## config.mk

```make
export PLATFORM = sky130hd
export DESIGN_NAME = sub4_rr_sched
export DESIGN_NICKNAME = d
export VERILOG_FILES = /design/src/rtl/sub4_sched_pkg.sv /design/src/rtl/sub4_rr_sched_addsub.sv /design/src/rtl/sub4_rr_sched.sv
export SDC_FILE = /design/constraint.sdc
export NUM_CORES = 1
export LEC_CHECK = 0
export ABC_AREA = 1
export BUFFER_PORTS_ARGS = -buffer_cell sky130_fd_sc_hd__buf_4
export CELL_PAD_IN_SITES_DETAIL_PLACEMENT = 1
export CELL_PAD_IN_SITES_GLOBAL_PLACEMENT = 1
export CORE_MARGIN = 4
export CORE_UTILIZATION = 34
export DETAILED_ROUTE_END_ITERATION = 8
export HOLD_SLACK_MARGIN = 0.1
export PLACE_DENSITY_LB_ADDON = 0.2
export SLEW_MARGIN = 20
export SYNTH_ARGS = -nofsm -noshare
export SYNTH_HDL_FRONTEND = slang
export SYNTH_SLANG_ARGS = --single-unit
```

## constraint.sdc

```tcl
create_clock -name clk -period 2.27 [get_ports clk]
set_clock_uncertainty 0.05 [all_clocks]
set_input_delay 0 -clock clk [delete_from_list [all_inputs] [get_ports clk]]
set_output_delay 0 -clock clk [all_outputs]
set_load 0.01 [all_outputs]
```

## src/rtl/sub4_sched_pkg.sv

```systemverilog
// Shared types and constants for the four-way round-robin add/subtract scheduler.
package sub4_sched_pkg;

  typedef enum logic [1:0] {
    IDLE = 2'd0,
    LOAD = 2'd1,
    EXEC = 2'd2,
    RESP = 2'd3
  } state_t;

  localparam logic        OP_ADD = 1'b0;
  localparam logic        OP_SUB = 1'b1;
  localparam int unsigned N_REQ  = 4;

endpackage

```

## src/rtl/sub4_rr_sched_addsub.sv

```systemverilog
// Combinational W-bit add/subtract; the (W+1)-bit result carries the carry or borrow/sign.
module addsub_unit
  import sub4_sched_pkg::*;
#(
  parameter int unsigned W = 4
) (
  input  logic [W-1:0] i_a,
  input  logic [W-1:0] i_b,
  input  logic         i_sub,
  output logic [W:0]   o_result
);

  assign o_result = (i_sub == OP_SUB) ? ({1'b0, i_a} - {1'b0, i_b})
                                      : ({1'b0, i_a} + {1'b0, i_b});

endmodule

```

## src/rtl/sub4_rr_sched.sv

```systemverilog
// Four-requester round-robin scheduler sharing one add/subtract unit.
// Each operation walks IDLE -> LOAD -> EXEC -> RESP; ack/res_valid pulse in RESP.
module sub4_rr_sched
  import sub4_sched_pkg::*;
#(
  parameter int unsigned W     = 4,
  parameter int unsigned CNT_W = 8
) (
  input  logic               clk,
  input  logic               rst_n,
  input  logic [N_REQ-1:0]   req,
  input  logic [N_REQ*W-1:0] op_a,
  input  logic [N_REQ*W-1:0] op_b,
  input  logic [N_REQ-1:0]   mode,
  output logic [N_REQ-1:0]   ack,
  output logic [W:0]         result,
  output logic               res_valid,
  output logic [1:0]         grant_id,
  output logic               busy,
  output logic [CNT_W-1:0]   op_count
);

  state_t             r_state;
  state_t             w_state_nxt;
  logic [1:0]         r_grant;
  logic [1:0]         r_last;
  logic [W-1:0]       r_a;
  logic [W-1:0]       r_b;
  logic               r_sub;
  logic [W:0]         r_result;
  logic [CNT_W-1:0]   r_cnt;
  logic [W:0]         w_sum;
  logic [N_REQ-1:0]   w_ack;
  logic               w_busy;
  logic               w_res_valid;

  // First set request searching last+1, last+2, ... with modulo-4 wrap.
  function automatic logic [1:0] rr_pick(input logic [N_REQ-1:0] r, input logic [1:0] last);
    logic [1:0] idx;
    logic       found;
    rr_pick = last;
    found   = 1'b0;
    for (int unsigned k = 1; k <= N_REQ; k++) begin
      idx = last + 2'(k);
      if (!found && r[idx]) begin
        rr_pick = idx;
        found   = 1'b1;
      end
    end
  endfunction

  addsub_unit #(.W(W)) u_addsub (
    .i_a      (r_a),
    .i_b      (r_b),
    .i_sub    (r_sub),
    .o_result (w_sum)
  );

  always_ff @(posedge clk) begin
    if (!rst_n) begin
      r_state  <= IDLE;
      r_grant  <= '0;
      r_last   <= 2'd3;
      r_a      <= '0;
      r_b      <= '0;
      r_sub    <= OP_ADD;
      r_result <= '0;
      r_cnt    <= '0;
    end else begin
      r_state <= w_state_nxt;
      case (r_state)
        IDLE: if (|req) r_grant <= rr_pick(req, r_last);
        LOAD: begin
          r_a   <= op_a[r_grant*W +: W];
          r_b   <= op_b[r_grant*W +: W];
          r_sub <= mode[r_grant];
        end
        EXEC: r_result <= w_sum;
        RESP: begin
          r_cnt  <= r_cnt + CNT_W'(1);
          r_last <= r_grant;
        end
        default: ;
      endcase
    end
  end

  always_comb begin
    w_state_nxt = r_state;
    w_ack       = '0;
    w_busy      = 1'b0;
    w_res_valid = 1'b0;
    case (r_state)
      IDLE: if (|req) w_state_nxt = LOAD;
      LOAD: begin
        w_busy      = 1'b1;
        w_state_nxt = EXEC;
      end
      EXEC: begin
        w_busy      = 1'b1;
        w_state_nxt = RESP;
      end
      RESP: begin
        w_busy         = 1'b1;
        w_res_valid    = 1'b1;
        w_ack[r_grant] = 1'b1;
        w_state_nxt    = IDLE;
      end
      default: w_state_nxt = IDLE;
    endcase
  end

  assign ack       = w_ack;
  assign res_valid = w_res_valid;
  assign busy      = w_busy;
  assign result    = r_result;
  assign grant_id  = r_grant;
  assign op_count  = r_cnt;

endmodule

```

# After elaboration in Yosys (flattened, before gate mapping)
# Index checks and enable logic that the tools add are counted.
# classes
muxes,34
n_addsub,6
multipliers,0
bitwise,0
div,0
n_eq_ne,4
n_reduce_logical,11
magnitude_cmp,6
n_shift,2
# op_table
cell,count
16-bit by 5-bit variable part select with 4-bit output,2
1-bit 2-to-1 mux,20
2-bit by 3-bit < comparator with 1-bit output (second input constant),5
1-bit binary-select mux with 2-bit select,5
2-bit 2-to-1 mux,5
8-bit by 1-bit adder with 8-bit output (second input constant),1
2-bit one-hot mux with 4 select lines,1
4-bit by 4-bit adder with 5-bit output,1
5-bit 2-to-1 mux,1
4-bit by 4-bit subtractor with 5-bit output,1
2-bit adder (second input constant),2
2-bit equality test (second input constant),2
1-bit logical AND,4
4-bit 2-to-1 mux,1
4-bit OR reduction,1
1-bit zero test,3
3-bit OR reduction,1
2-bit by 1-bit adder with 2-bit output (second input constant),1
1-bit demux with 2-bit select,1
2-bit by 1-bit equality test with 1-bit output (second input constant),1
2-bit by 1-bit >= comparator with 1-bit output (second input constant),1
2-bit zero test,1
2-bit inequality test (second input constant),1
2-bit AND reduction,1
# totals
ramBits,0
wordCells,71
memories,0
latch_bits,0
in_bits,42
rom_bits,0
reg_bits,28

# Longest topological paths before layout
# depth
depth_word,22
mapped_depth,13
ltp_nobuf,13

# Cells and area by module
# A second synthesis with hierarchy kept.
# unflattened
hier_cells,275
hier_area_um2,1873.0
# modules_own_cells
module,area_per_inst_um2,cells_each,n_inst
sub4_rr_sched,1616.6,228,1
addsub_unit,256.5,47,1

# Least setup slack after synthesis
# No wires, ideal clock.
# synth_timing
path_type,reg-to-reg
startpoint,register r_b[0]
endpoint,"register r_result[3], in the netlist result[3]"
t_arrival_ns,1.792
synth_period_minus_slack_ns,1.958
stages_incl_launch_ff,13
slack_ns,0.312
required_ns,2.105
n_path_buf,0
cell_sequence,dfxtp_1 -> inv_1 -> ha_1 -> inv_1 -> o21ai_0 -> inv_1 -> ha_1 -> nand2_1 -> nor2_1 -> a211oi_1 -> xnor2_1 -> o21ai_0 -> inv_1
# synth_via
elab_chain_len,2
word_cells_on_any_way,3
cone_classes,add/sub: 2; mux: 1
# synth_rtl
item,line_no,text
start: declaration,sub4_rr_sched.sv:28,logic [W-1:0] r_b;
start signal: assignment,sub4_rr_sched.sv:75,r_b <= op_b[r_grant*W +: W];
4-bit by 4-bit adder with 5-bit output or 4-bit by 4-bit subtractor with 5-bit output (tied branches),"sub4_rr_sched_addsub.sv:14, sub4_rr_sched_addsub.sv:13",
5-bit 2-to-1 mux (*),sub4_rr_sched_addsub.sv:13,"assign o_result = (i_sub == OP_SUB) ? ({1'b0, i_a} - {1'b0, i_b})"
end signal: assignment,sub4_rr_sched.sv:78,EXEC: r_result <= w_sum;
end: declaration,sub4_rr_sched.sv:30,logic [W:0] r_result;
# Every way passes the cells marked *; elsewhere a longest branch is shown, timed or not.
# A chain may end at the register's enable or synchronous reset.

# Worst setup path in the final report
# Ends and elaborated chain as after synthesis.

==> metrics <==
adder and majority cell fraction of the synthesized area under 10%; Detailed Routing Iterations Pass 1 4; number of antenna violations at the first check in global routing 0; top achievable clock speed roughly 490 MHz; share of flip-flops with an asynchronous set or reset 0%; Antenna Cells 0; drt total wl 5640 µm; number of vias per cell just under 5; max-capacitance violation count 0; last weighted congestion value of the routability-driven placer between 0.8 and 0.9; critical path data required time about 2.4 ns; simple-gate portion of the synthesized area around a quarter; Synth Area per Inst between 6 and 7 µm²; total core area between 0.005 and 0.006 mm²; Crit. End Element flip-flop; number of primary I/O pins between 60 and 70; largest net degree at the start of global routing 19; largest delay contributor family on the critical path adder cells; buffers plus inverters on the worst setup path 3; Yosys top cell by area sky130_fd_sc_hd__dfxtp_1; NumNets Final ~400; flip-flop and latch count after synthesis 28; global router's overall resource usage about 18%; depth of the CTS H-tree 1; slowest cell on the critical path sky130_fd_sc_hd__ha_1; total negative setup slack 0 ns; clock root cell sky130_fd_sc_hd__clkbuf_8; IO buf count 62; areal power density over the cells ~1000 mW/mm²; floorplan die height slightly above 80 µm; total of endpoints with negative setup slack in the final report 0; number of cells produced by synthesis 276; Post-Place Cell Area 0.00237 mm²; proportion of synthesized area in mux cells under 10%; commonest register cell after synthesis sky130_fd_sc_hd__dfxtp_1; clock net sink count 28; number of nets still failing antenna checks after routing 0; utilization after layout just over 50%; portion of synthesized cell area occupied by the leading cell type between 30% and 40%; detailed placement HPWL 4280 µm; number of slew-limit violations in the final report 0; Clock transition at path regs approximately 0.10 ns; wire length per cell after detailed routing ~13 µm; Tmin final around 2.1 ns; count of unique library cells instantiated by Yosys 31; global-route wire length before repair about 9400 µm; number of core rows 26; Final Hold Violating Endpoints 0; Vias roughly 2,000; DR iter-0 viols 60; proportion of layout cells with a drive suffix above 1 approximately 25%; number of nets in the synthesized netlist 330; Mapped Area between 0.0015 and 0.002 mm²; buffer depth of the longest clock path 2; cells taking the most area after synthesis sky130_fd_sc_hd__dfxtp_1 30%, sky130_fd_sc_hd__nor2_1 10%, sky130_fd_sc_hd__inv_1 8.1%, sky130_fd_sc_hd__ha_1 7.4%, sky130_fd_sc_hd__o21ai_0 6.8%; critical path class reg2reg; dominant combinational cell family by area after synthesis simple AND/OR/NAND/NOR gates; Synth Area in Compound Gates a little over a fifth; maximum fanout count along the critical path 4; data arrival time of the critical path approximately 2.2 ns; Starting Density 35.7%; TritonCTS clock tree built; Worst Max-Slew Pin Slew approximately 0.54 ns; cells along the critical path inv_1 -> ha_1 -> inv_1 -> nor2_1 -> o21ai_1 -> o21ai_1 -> ha_1 -> nand2_1 -> nor2_2 -> a211oi_2 -> xnor2_1 -> o21ai_1 -> inv_1; Hold/Removal Path Class in2reg; signed area change from the synthesized netlist to the final layout 41.1%; result of the run complete, no violations; die width 81.7 µm; xor-xnor portion of the synthesized cell area 1.90%; tightest slew margin relative to the limit between 60% and 70%; source-to-sink clock delay at the later pin of the worst-skew pair roughly 0.28 ns; count of yosys warnings during synthesis 0; Num CTS Buffers 3; Hold Worst Slack roughly 0.12 ns; final design instance area without fill 0.00261 mm²; number of global-route vias before repair approximately 2,200; Period Utilization, post-route between 90% and 100%; EDFF count, synth 0; share of synthesized area occupied by flip-flops and latches between 30% and 40%; largest stage delay on the critical path 0.36 ns; sort of element at the start of the critical path flip-flop; global route total overflow 0; count of unresolved DRC violations after routing 0; Die Area ~0.0067 mm²; peak ir drop on the vdd network 0.000538 V; Leak 1.28 nW
## worst reg2reg max path: stages (launching register included)
cell and delay [ns]:
sky130_fd_sc_hd__dfxtp_1 0.35, sky130_fd_sc_hd__inv_1 0.07, sky130_fd_sc_hd__ha_1 0.21, sky130_fd_sc_hd__inv_1 0.06
sky130_fd_sc_hd__nor2_1 0.04, sky130_fd_sc_hd__o21ai_1 0.13, sky130_fd_sc_hd__o21ai_1 0.08, sky130_fd_sc_hd__ha_1 0.36
sky130_fd_sc_hd__nand2_1 0.11, sky130_fd_sc_hd__nor2_2 0.04, sky130_fd_sc_hd__a211oi_2 0.16, sky130_fd_sc_hd__xnor2_1 0.10
sky130_fd_sc_hd__o21ai_1 0.14, sky130_fd_sc_hd__inv_1 0.06
## cell families after synthesis
kind of cell / Yosys count
buffers and inverters: 55
multiplexers: 2
AO/OA/AOI/OAI: 68
XOR/XNOR: 4
AND/OR/NAND/NOR: 107
adder cells (fa/ha/maj): 12
flip-flops: 28
## state kept, by name (all words and copies together) (netlist names)
signal    count
result        5
r_b           4
grant_id      2
r_sub         1
r_last        2
r_state       2
r_a           4
op_count      8
## Yosys cell counts (5+ instances only)
cell type and n:
sky130_fd_sc_hd__nor2_1 50, sky130_fd_sc_hd__inv_1 40, sky130_fd_sc_hd__nand2_1 33, sky130_fd_sc_hd__dfxtp_1 28, sky130_fd_sc_hd__o21ai_0 25, sky130_fd_sc_hd__a21oi_1 20, sky130_fd_sc_hd__ha_1 11, sky130_fd_sc_hd__nand2_2 9
sky130_fd_sc_hd__clkbuf_1 7, sky130_fd_sc_hd__o21ai_1 7, sky130_fd_sc_hd__o32ai_1 7, sky130_fd_sc_hd__nand3_1 5, sky130_fd_sc_hd__nor3_1 5
## area by class of cell
class	count	area (µm²)
repair buffers	81	646
clock inverters	1	30.0
flip-flops and latches	28	561
inverters	44	173
fillers	686	2560
multi-input cells	193	1070
well taps	70	87.6
clock buffers	3	41.3
## per-layer routing
metal / GRT usage (%) / up-vias / part of all wire [%] / wire (µm)
met1: 21.0 / 968 / 44 / 2480
met4: 1.83 / 0 / 0.30 / 17
met2: 34.1 / 29 / 53 / 2990
met3: 3.07 / 2 / 2.8 / 158
li1: - / 1047 / - / -
met5: 0 / - / 0 / 0
## where the power goes
group	leakage [nW]	internal, mW	total [mW]	switching (mW)
logic	1.02	0.683	1.47	0.789
clock network	0.0357	0.236	0.401	0.165
registers	0.229	0.605	0.726	0.120
## per-stage QoR
stage / setup WS (ns) / total power [mW] / std cells
finish: 0.215 / 2.60 / 420
global route: -0.0194 / 2.87 / 420
CTS: 0.0753 / 2.57 / 419
detailed placement: 0.0142 / 2.06 / 400
global placement: 0.221 / 2.02 / 400
floorplan: 0.312 / 1.65 / 276
## cell usage in the layout, fill, tap and decap left out
master and count:
sky130_fd_sc_hd__nor3b_1 1, sky130_fd_sc_hd__nand2_1 33, sky130_fd_sc_hd__inv_2 3, sky130_fd_sc_hd__o21ai_0 21, sky130_fd_sc_hd__a211oi_2 1, sky130_fd_sc_hd__ha_1 11, sky130_fd_sc_hd__inv_1 40, sky130_fd_sc_hd__bufinv_16 1
sky130_fd_sc_hd__inv_8 1, sky130_fd_sc_hd__nor4_1 1, sky130_fd_sc_hd__o221ai_1 2, sky130_fd_sc_hd__nor2_1 49, sky130_fd_sc_hd__xnor2_1 2, sky130_fd_sc_hd__nand2_2 9, sky130_fd_sc_hd__clkbuf_8 3, sky130_fd_sc_hd__fa_1 1
sky130_fd_sc_hd__nand3_2 1, sky130_fd_sc_hd__nor2_2 1, sky130_fd_sc_hd__mux2i_1 2, sky130_fd_sc_hd__o21ai_1 11, sky130_fd_sc_hd__nor3_1 5, sky130_fd_sc_hd__nand4_1 1, sky130_fd_sc_hd__dlygate4sd3_1 15, sky130_fd_sc_hd__xor2_1 2
sky130_fd_sc_hd__o211ai_1 3, sky130_fd_sc_hd__nand2_4 1, sky130_fd_sc_hd__a21oi_2 1, sky130_fd_sc_hd__o32ai_1 7, sky130_fd_sc_hd__a21oi_1 20, sky130_fd_sc_hd__buf_4 66, sky130_fd_sc_hd__nand3_1 5, sky130_fd_sc_hd__a31oi_1 2
sky130_fd_sc_hd__dfxtp_1 28
## path summary, 6_finish.rpt
check / start / endpoint / slack (ns) / cells past startpoint
hold reg to reg: op_count[7] / op_count[7] / 0.43 / 2
setup reg to reg: r_b[0] / result[3] / 0.22 / 13
hold / removal: op_a[3] / r_a[3] / 0.12 / 5
setup / recovery: r_b[0] / result[3] / 0.22 / 13
## what timing repair did
| action | in CTS | in global routing |
|---|---|---|
| hold endpoints to repair | 19 | 0 |
| gates cloned | 0 | 0 |
| endpoints found under the setup margin | 1 | 2 |
| pin swaps | 0 | 1 |
| hold buffers | 15 | 0 |
| resized for setup | 1 | 5 |
| buffers inserted | 0 | 1 |
Note: power is estimated with default switching activity, not from simulation.
